File: config.mk
export PLATFORM = sky130hd
export DESIGN_NAME = secure_fifo_sequencer
export DESIGN_NICKNAME = d
export VERILOG_FILES = /design/src/rtl/secure_fifo_sequencer.sv
export SDC_FILE = /design/constraint.sdc
export NUM_CORES = 1
export LEC_CHECK = 0
export BUFFER_PORTS_ARGS = -buffer_cell sky130_fd_sc_hd__buf_2
export CORE_MARGIN = 10
export CORE_UTILIZATION = 40
export DETAILED_ROUTE_END_ITERATION = 10
export PLACE_DENSITY = 0.72
export SYNTH_ARGS = -nofsm -noshare
export SYNTH_HDL_FRONTEND = slang
export SYNTH_SLANG_ARGS = --single-unit
File: constraint.sdc
create_clock -name clk -period 3.85 [get_ports clk]
set_clock_uncertainty 0.05 [all_clocks]
set_input_delay 0.77 -clock clk [delete_from_list [all_inputs] [get_ports clk]]
set_output_delay 0.77 -clock clk [all_outputs]
set_load 0.01 [all_outputs]
File: src/rtl/secure_fifo_sequencer.sv
// Batch sequencer for the FIFO2 -> encrypt -> FIFO1 -> decrypt -> FIFO3 datapath.
// Drives only the FIFO strobes; data and key stay in the datapath.
module secure_fifo_sequencer #(
    parameter int DEPTH = 16,
    parameter int CNT_W = 5
) (
    input  logic             clk,
    input  logic             rst,
    input  logic             start,
    input  logic [CNT_W-1:0] word_count,
    input  logic             in_valid,
    output logic             in_ready,
    input  logic             empty1,
    input  logic             full1,
    input  logic             empty2,
    input  logic             full2,
    input  logic             empty3,
    input  logic             full3,
    output logic             wr1,
    output logic             rd1,
    output logic             wr2,
    output logic             rd2,
    output logic             wr3,
    output logic             rd3,
    output logic             out_valid,
    output logic             busy,
    output logic             done,
    output logic             err
);

    typedef enum logic [3:0] {
        S_IDLE, S_LOAD, S_RD2, S_WR1, S_RD1,
        S_WR3, S_RD3, S_VAL3, S_DONE
    } state_t;

    localparam logic [CNT_W-1:0] DEPTH_C = CNT_W'(DEPTH);

    state_t           state_q;
    logic [CNT_W-1:0] cnt_q;
    logic [CNT_W-1:0] n_q;
    logic             err_q;
    logic [CNT_W-1:0] cnt_inc;
    logic             last;

    assign cnt_inc = cnt_q + 1'b1;
    assign last    = (cnt_inc == n_q);

    always_ff @(posedge clk) begin
        if (rst) begin
            state_q <= S_IDLE;
            cnt_q   <= '0;
            n_q     <= '0;
            err_q   <= 1'b0;
        end else begin
            unique case (state_q)
                S_IDLE: begin
                    if (start) begin
                        n_q   <= word_count;
                        cnt_q <= '0;
                        err_q <= 1'b0;
                        if (word_count == '0) begin
                            state_q <= S_DONE;
                        end else if (word_count > DEPTH_C) begin
                            err_q   <= 1'b1;
                            state_q <= S_DONE;
                        end else begin
                            state_q <= S_LOAD;
                        end
                    end
                end
                S_LOAD: begin
                    if (wr2) begin
                        if (last) begin
                            cnt_q   <= '0;
                            state_q <= S_RD2;
                        end else begin
                            cnt_q <= cnt_inc;
                        end
                    end
                end
                S_RD2: begin
                    if (empty2) begin
                        err_q   <= 1'b1;
                        state_q <= S_DONE;
                    end else if (!full1) begin
                        state_q <= S_WR1;
                    end
                end
                S_WR1: begin
                    cnt_q   <= last ? '0 : cnt_inc;
                    state_q <= last ? S_RD1 : S_RD2;
                end
                S_RD1: begin
                    if (empty1) begin
                        err_q   <= 1'b1;
                        state_q <= S_DONE;
                    end else if (!full3) begin
                        state_q <= S_WR3;
                    end
                end
                S_WR3: begin
                    cnt_q   <= last ? '0 : cnt_inc;
                    state_q <= last ? S_RD3 : S_RD1;
                end
                S_RD3: begin
                    if (empty3) begin
                        err_q   <= 1'b1;
                        state_q <= S_DONE;
                    end else begin
                        state_q <= S_VAL3;
                    end
                end
                S_VAL3: begin
                    cnt_q   <= last ? '0 : cnt_inc;
                    state_q <= last ? S_DONE : S_RD3;
                end
                S_DONE: begin
                    state_q <= S_IDLE;
                end
                default: begin
                    state_q <= S_IDLE;
                end
            endcase
        end
    end

    // Reads are withheld on underflow or downstream-full so no strobe leaks.
    assign in_ready  = (state_q == S_LOAD) & ~full2;
    assign wr2       = in_valid & in_ready;
    assign rd2       = (state_q == S_RD2) & ~empty2 & ~full1;
    assign wr1       = (state_q == S_WR1);
    assign rd1       = (state_q == S_RD1) & ~empty1 & ~full3;
    assign wr3       = (state_q == S_WR3);
    assign rd3       = (state_q == S_RD3) & ~empty3;
    assign out_valid = (state_q == S_VAL3);
    assign busy      = (state_q != S_IDLE);
    assign done      = (state_q == S_DONE);
    assign err       = err_q;

endmodule

# == After elaboration in Yosys (flattened, before gate mapping) ==
# Cells that the tools add are included.
# totals
reg_bits,15
input_bits,15
output_inout_bits,11
word_cells,71
# op_classes
n_addsub,1
order_cmp,1
n_eq_ne,17
mux,25
n_bitwise,13
n_reduce_logical,10
# op_table
op,count
4-bit two-way mux,11
4-bit case mux with 8 select lines,1
4-bit by 3-bit == test with 1-bit output (second input constant),4
5-bit two-way mux,3
5-bit case mux with 3 select lines,1
2-bit inequality test (second input constant),6
5-bit AND reduction,2
4-bit by 2-bit == test with 1-bit output (second input constant),2
4-bit nonzero test,2
1-bit bitwise AND,7
1-bit two-way mux,6
3-bit inequality test (second input constant),2
1-bit NOT,6
5-bit by 1-bit adder with 5-bit output (second input constant),1
5-bit == test,1
5-bit greater-than comparator (second input constant),1
5-bit zero test,1
4-bit by 1-bit == test with 1-bit output (second input constant),1
4-bit == test (second input constant),1
4-bit zero test,1
1-bit case mux with 4 select lines,1
3-bit two-way mux,1
3-bit AND reduction,1
3-bit nonzero test,1
other kinds (3),3

# == Longest topological paths before layout ==
# depth
depth_word,5
ltp_mapped,7
depth_no_buf,6

# == Worst setup path before layout ==
# OpenSTA, ideal clock, no wires.
# synth_timing
path_type,input -> register
start,input word_count[0]
end,register state_q[3]
setup_time_ps,115
arrival_time_ps,1999
required_time_ps,3685
slack_ps,1686
path_stages,6
n_path_buf,0
path_cell_list,or4_1 ha_1 o21ai_0 o21ai_0 o32ai_1 and2_1
# synth_via
elab_chain_len,5
elab_cells_between_ends,6
cone_classes,order compare: 1; mux: 4; reduce/logical: 1
# synth_rtl
element,line,rtl
start: declaration,10,"input logic [CNT_W-1:0] word_count,"
5-bit greater-than comparator,63,end else if (word_count > DEPTH_C) begin
4-bit two-way mux,63,
4-bit two-way mux (*),61,if (word_count == '0) begin
4-bit two-way mux (*),57,if (start) begin
4-bit case mux with 8 select lines (*),55,unique case (state_q)
end signal: assignment,91,state_q <= last ? S_RD1 : S_RD2;
end signal: assignment,103,state_q <= last ? S_RD3 : S_RD1;
end signal: assignment,115,state_q <= last ? S_DONE : S_RD3;
end: declaration,38,state_t state_q;
# Mark *: on every way between the ends. The rest lies on a longest branch, timed or not. The select of a mux whose other input is x is not followed.
# A chain may end at the register's enable or synchronous reset.

# == Worst setup path in the final report ==
# layout_timing
start,register state_q[0]
end,output rd2
# layout_via
elab_chain_len,3
# layout_rtl
element,line,rtl
4-bit by 2-bit == test with 1-bit output,130,assign rd2 = (state_q == S_RD2) & ~empty2 & ~full1;
1-bit bitwise AND (2 in series),130,
end: declaration,22,"output logic rd2,"
# No other way between the ends.

==> reports/summary.txt <==
Ys async rst share: 0%
WL per Instance: 14.3 µm
Area delta synth->final: 12.8%
Final min period: 2.50 ns
# rows: 18
Commonest non-fill, non-tap cell in the layout: buf_2
Synth Register Bits: 15
Hold_buf cts: 0
Ant diodes: 0
Clock buffer depth: 2
Worst path cell trace: or2_1 -> or3_1 -> nor2_1 -> buf_2
Multi-input logic area: 721 µm²
Initial antenna violation count: 0
Gr ovfl total: 0
Pwr/cell area: 546 nW/µm²
Achievable Freq: 400 MHz
Clock Sinks: 15
Syn_nets: 152
Number of buffers and inverters on the critical path: 1
Max incr delay on CP: 0.43 ns
Post-CTS Resized: 0
Placer Congestion: 0.879
Die area: 5200 µm²
Starting density of the core: 42.7%
Max-slew violation count: 0
CP max stage cell: dfxtp_1
Slew margin rel.: 39.8%
CTS buffer count: 3
Commonest cells after routing, fill and taps aside: 25 x buf_2, 16 x nor2_1, 15 x dfxtp_1
Detailed Route Iter0 Violations: 31
Final hold violation count: 0
Final period utilization: 65.0%
Postcts setup bufs: 0
DRC viols: 0
Core ar.: 2540 µm²
Max-Cap Viols: 0
Outcome: complete, no violations
Worst VDD drop: 353 µV
Leakage: 0.520 nW
FF/Latch Area: 300 µm²
Mapped Cells: 135
Number of synthesized flops with an enable pin: 0
Worst setup SP type: flop
Largest net degree at the start of global routing: 17
Avg Cell Area, Syn: 8.04 µm²
All-Layer GR Usage: 10.6%
CTS H-Tree Depth: 1
First-pass GRT wire length: 4650 µm
Yosys warns: 0
Share of the yosys chip area belonging to registers: 27.6%
Hold WC Path Type: reg2reg
Setup violations, final: 0
IO buf count: 25
Setup TNS: 0 ns
Main flop type after synthesis: dfxtp_1
Die width: 72.1 µm
Vias per cell: 5.80
Via count: 1,079
Mapped Area: 1090 µm²
IO Pins: 26
Setup CP Type: reg2out
Crit. End Element: primary output
Final Util: 48.1%
DRT Pass-1 Iters: 4
DP Wirelength: 2110 µm
Vias in the first global route: 983
Netlist cell types: 48
Crit-path leading delay family: simple AND/OR/NAND/NOR gates
RSZ-0062 raised after global routing: no
CTS tree: built
Layout cell share with drive strength beyond 1: 21.8%
Antenna Violating Nets Remaining: 0
Die Ht: 72.1 µm
Clock Latency Late Sink: 0.28 ns
Worst-Margin Slew: 0.902 ns
Fin nets: 174
WP data required: 3.03 ns
Routed Wire Length: 2650 µm
FILL cells: 262
Worst-path clk slew: 0.09 ns
CTS root buf: clkbuf_4
CP Max Fanout: 12
Crit path DAT: 1.68 ns
tightest hold or removal path: stages (launching register included):
cell and delay (ns):
dfxtp_1 0.33, mux2i_1 0.06, nor2_1 0.07
per-layer routing:
metal / global-route usage (%) / routed length [µm] / vias up
met5: 0 / 0 / -
met4: 3.23 / 20 / 0
met3: 3.27 / 174 / 2
met2: 16.2 / 1230 / 27
met1: 13.7 / 1230 / 515
li1: - / - / 535
layout make-up:
type                       count  share of cell area [%]
sequential                    15                    24.5
tap                           30                    3.06
timing repair buffer          25                    10.2
inverter                       4                    1.23
multi-input combinational    108                    58.8
clock buffer                   4                    2.15
state kept, by name (all words and copies together) (netlist names):
register and count:
cnt_q 5, err 1, n_q 5, state_q 4
cell usage after synthesis (2+ instances only):
cell type / n / share of area (%)
buf_2: 4 / 1.8
nor3_1: 4 / 1.8
xnor2_1: 3 / 2.4
or3_1: 4 / 2.3
nor4b_1: 2 / 1.6
buf_4: 2 / 1.4
xor2_1: 3 / 2.4
nor4_1: 2 / 1.2
nor2_1: 16 / 5.5
a21o_1: 4 / 2.8
o21ai_0: 7 / 3.2
nor2b_1: 4 / 2.3
nand2b_1: 4 / 2.3
dfxtp_1: 15 / 28
o31ai_1: 2 / 1.4
nand3b_1: 3 / 2.1
mux2i_1: 7 / 6.5
a21oi_1: 5 / 2.3
a211oi_1: 2 / 1.4
nand3_1: 4 / 1.8
and2_1: 2 / 1.2
nand4_1: 2 / 1.2
nand2_1: 5 / 1.7
inv_1: 4 / 1.4
ha_1: 2 / 2.3
final timing paths:
path / from / to / slack (ns) / depth (start not counted)
min reg2reg: err / err / 0.45 / 2
max: state_q[0] / rd2 / 1.35 / 4
min: err / err / 0.45 / 2
max reg2reg: cnt_q[0] / state_q[2] / 1.64 / 6
cell families (layout without fill, tap and decap cells):
| group | after synthesis | count (layout) | share of synthesized area (%) |
|---|---|---|---|
| simple gates | 61 | 61 | 31.3 |
| fa+ha+maj | 2 | 2 | 2.30 |
| buf+inv | 12 | 33 | 5.99 |
| xor+xnor | 6 | 6 | 4.84 |
| compound gates | 32 | 32 | 21.4 |
| flops | 15 | 15 | 27.6 |
| mux | 7 | 7 | 6.45 |
per-stage QoR:
step | cell area (µm²) | hold WS (ns) | setup slack, ns | power [mW] | cells
after detailed placement | 1200 | 0.435 | 1.47 | 0.579 | 182
after global routing | 1220 | 0.507 | 1.26 | 0.729 | 186
after global placement | 1200 | 0.424 | 1.51 | 0.571 | 182
final | 1220 | 0.448 | 1.35 | 0.668 | 186
after floorplan | 1090 | 0.430 | 1.69 | 0.507 | 135
after CTS | 1220 | 0.459 | 1.36 | 0.671 | 186
where the power goes:
part	internal (mW)	switching, mW
Sequential	0.186	0.0537
Combinational	0.145	0.192
Clock	0.0402	0.0511
Total	0.372	0.297
Power figures use the tool's default switching activity.
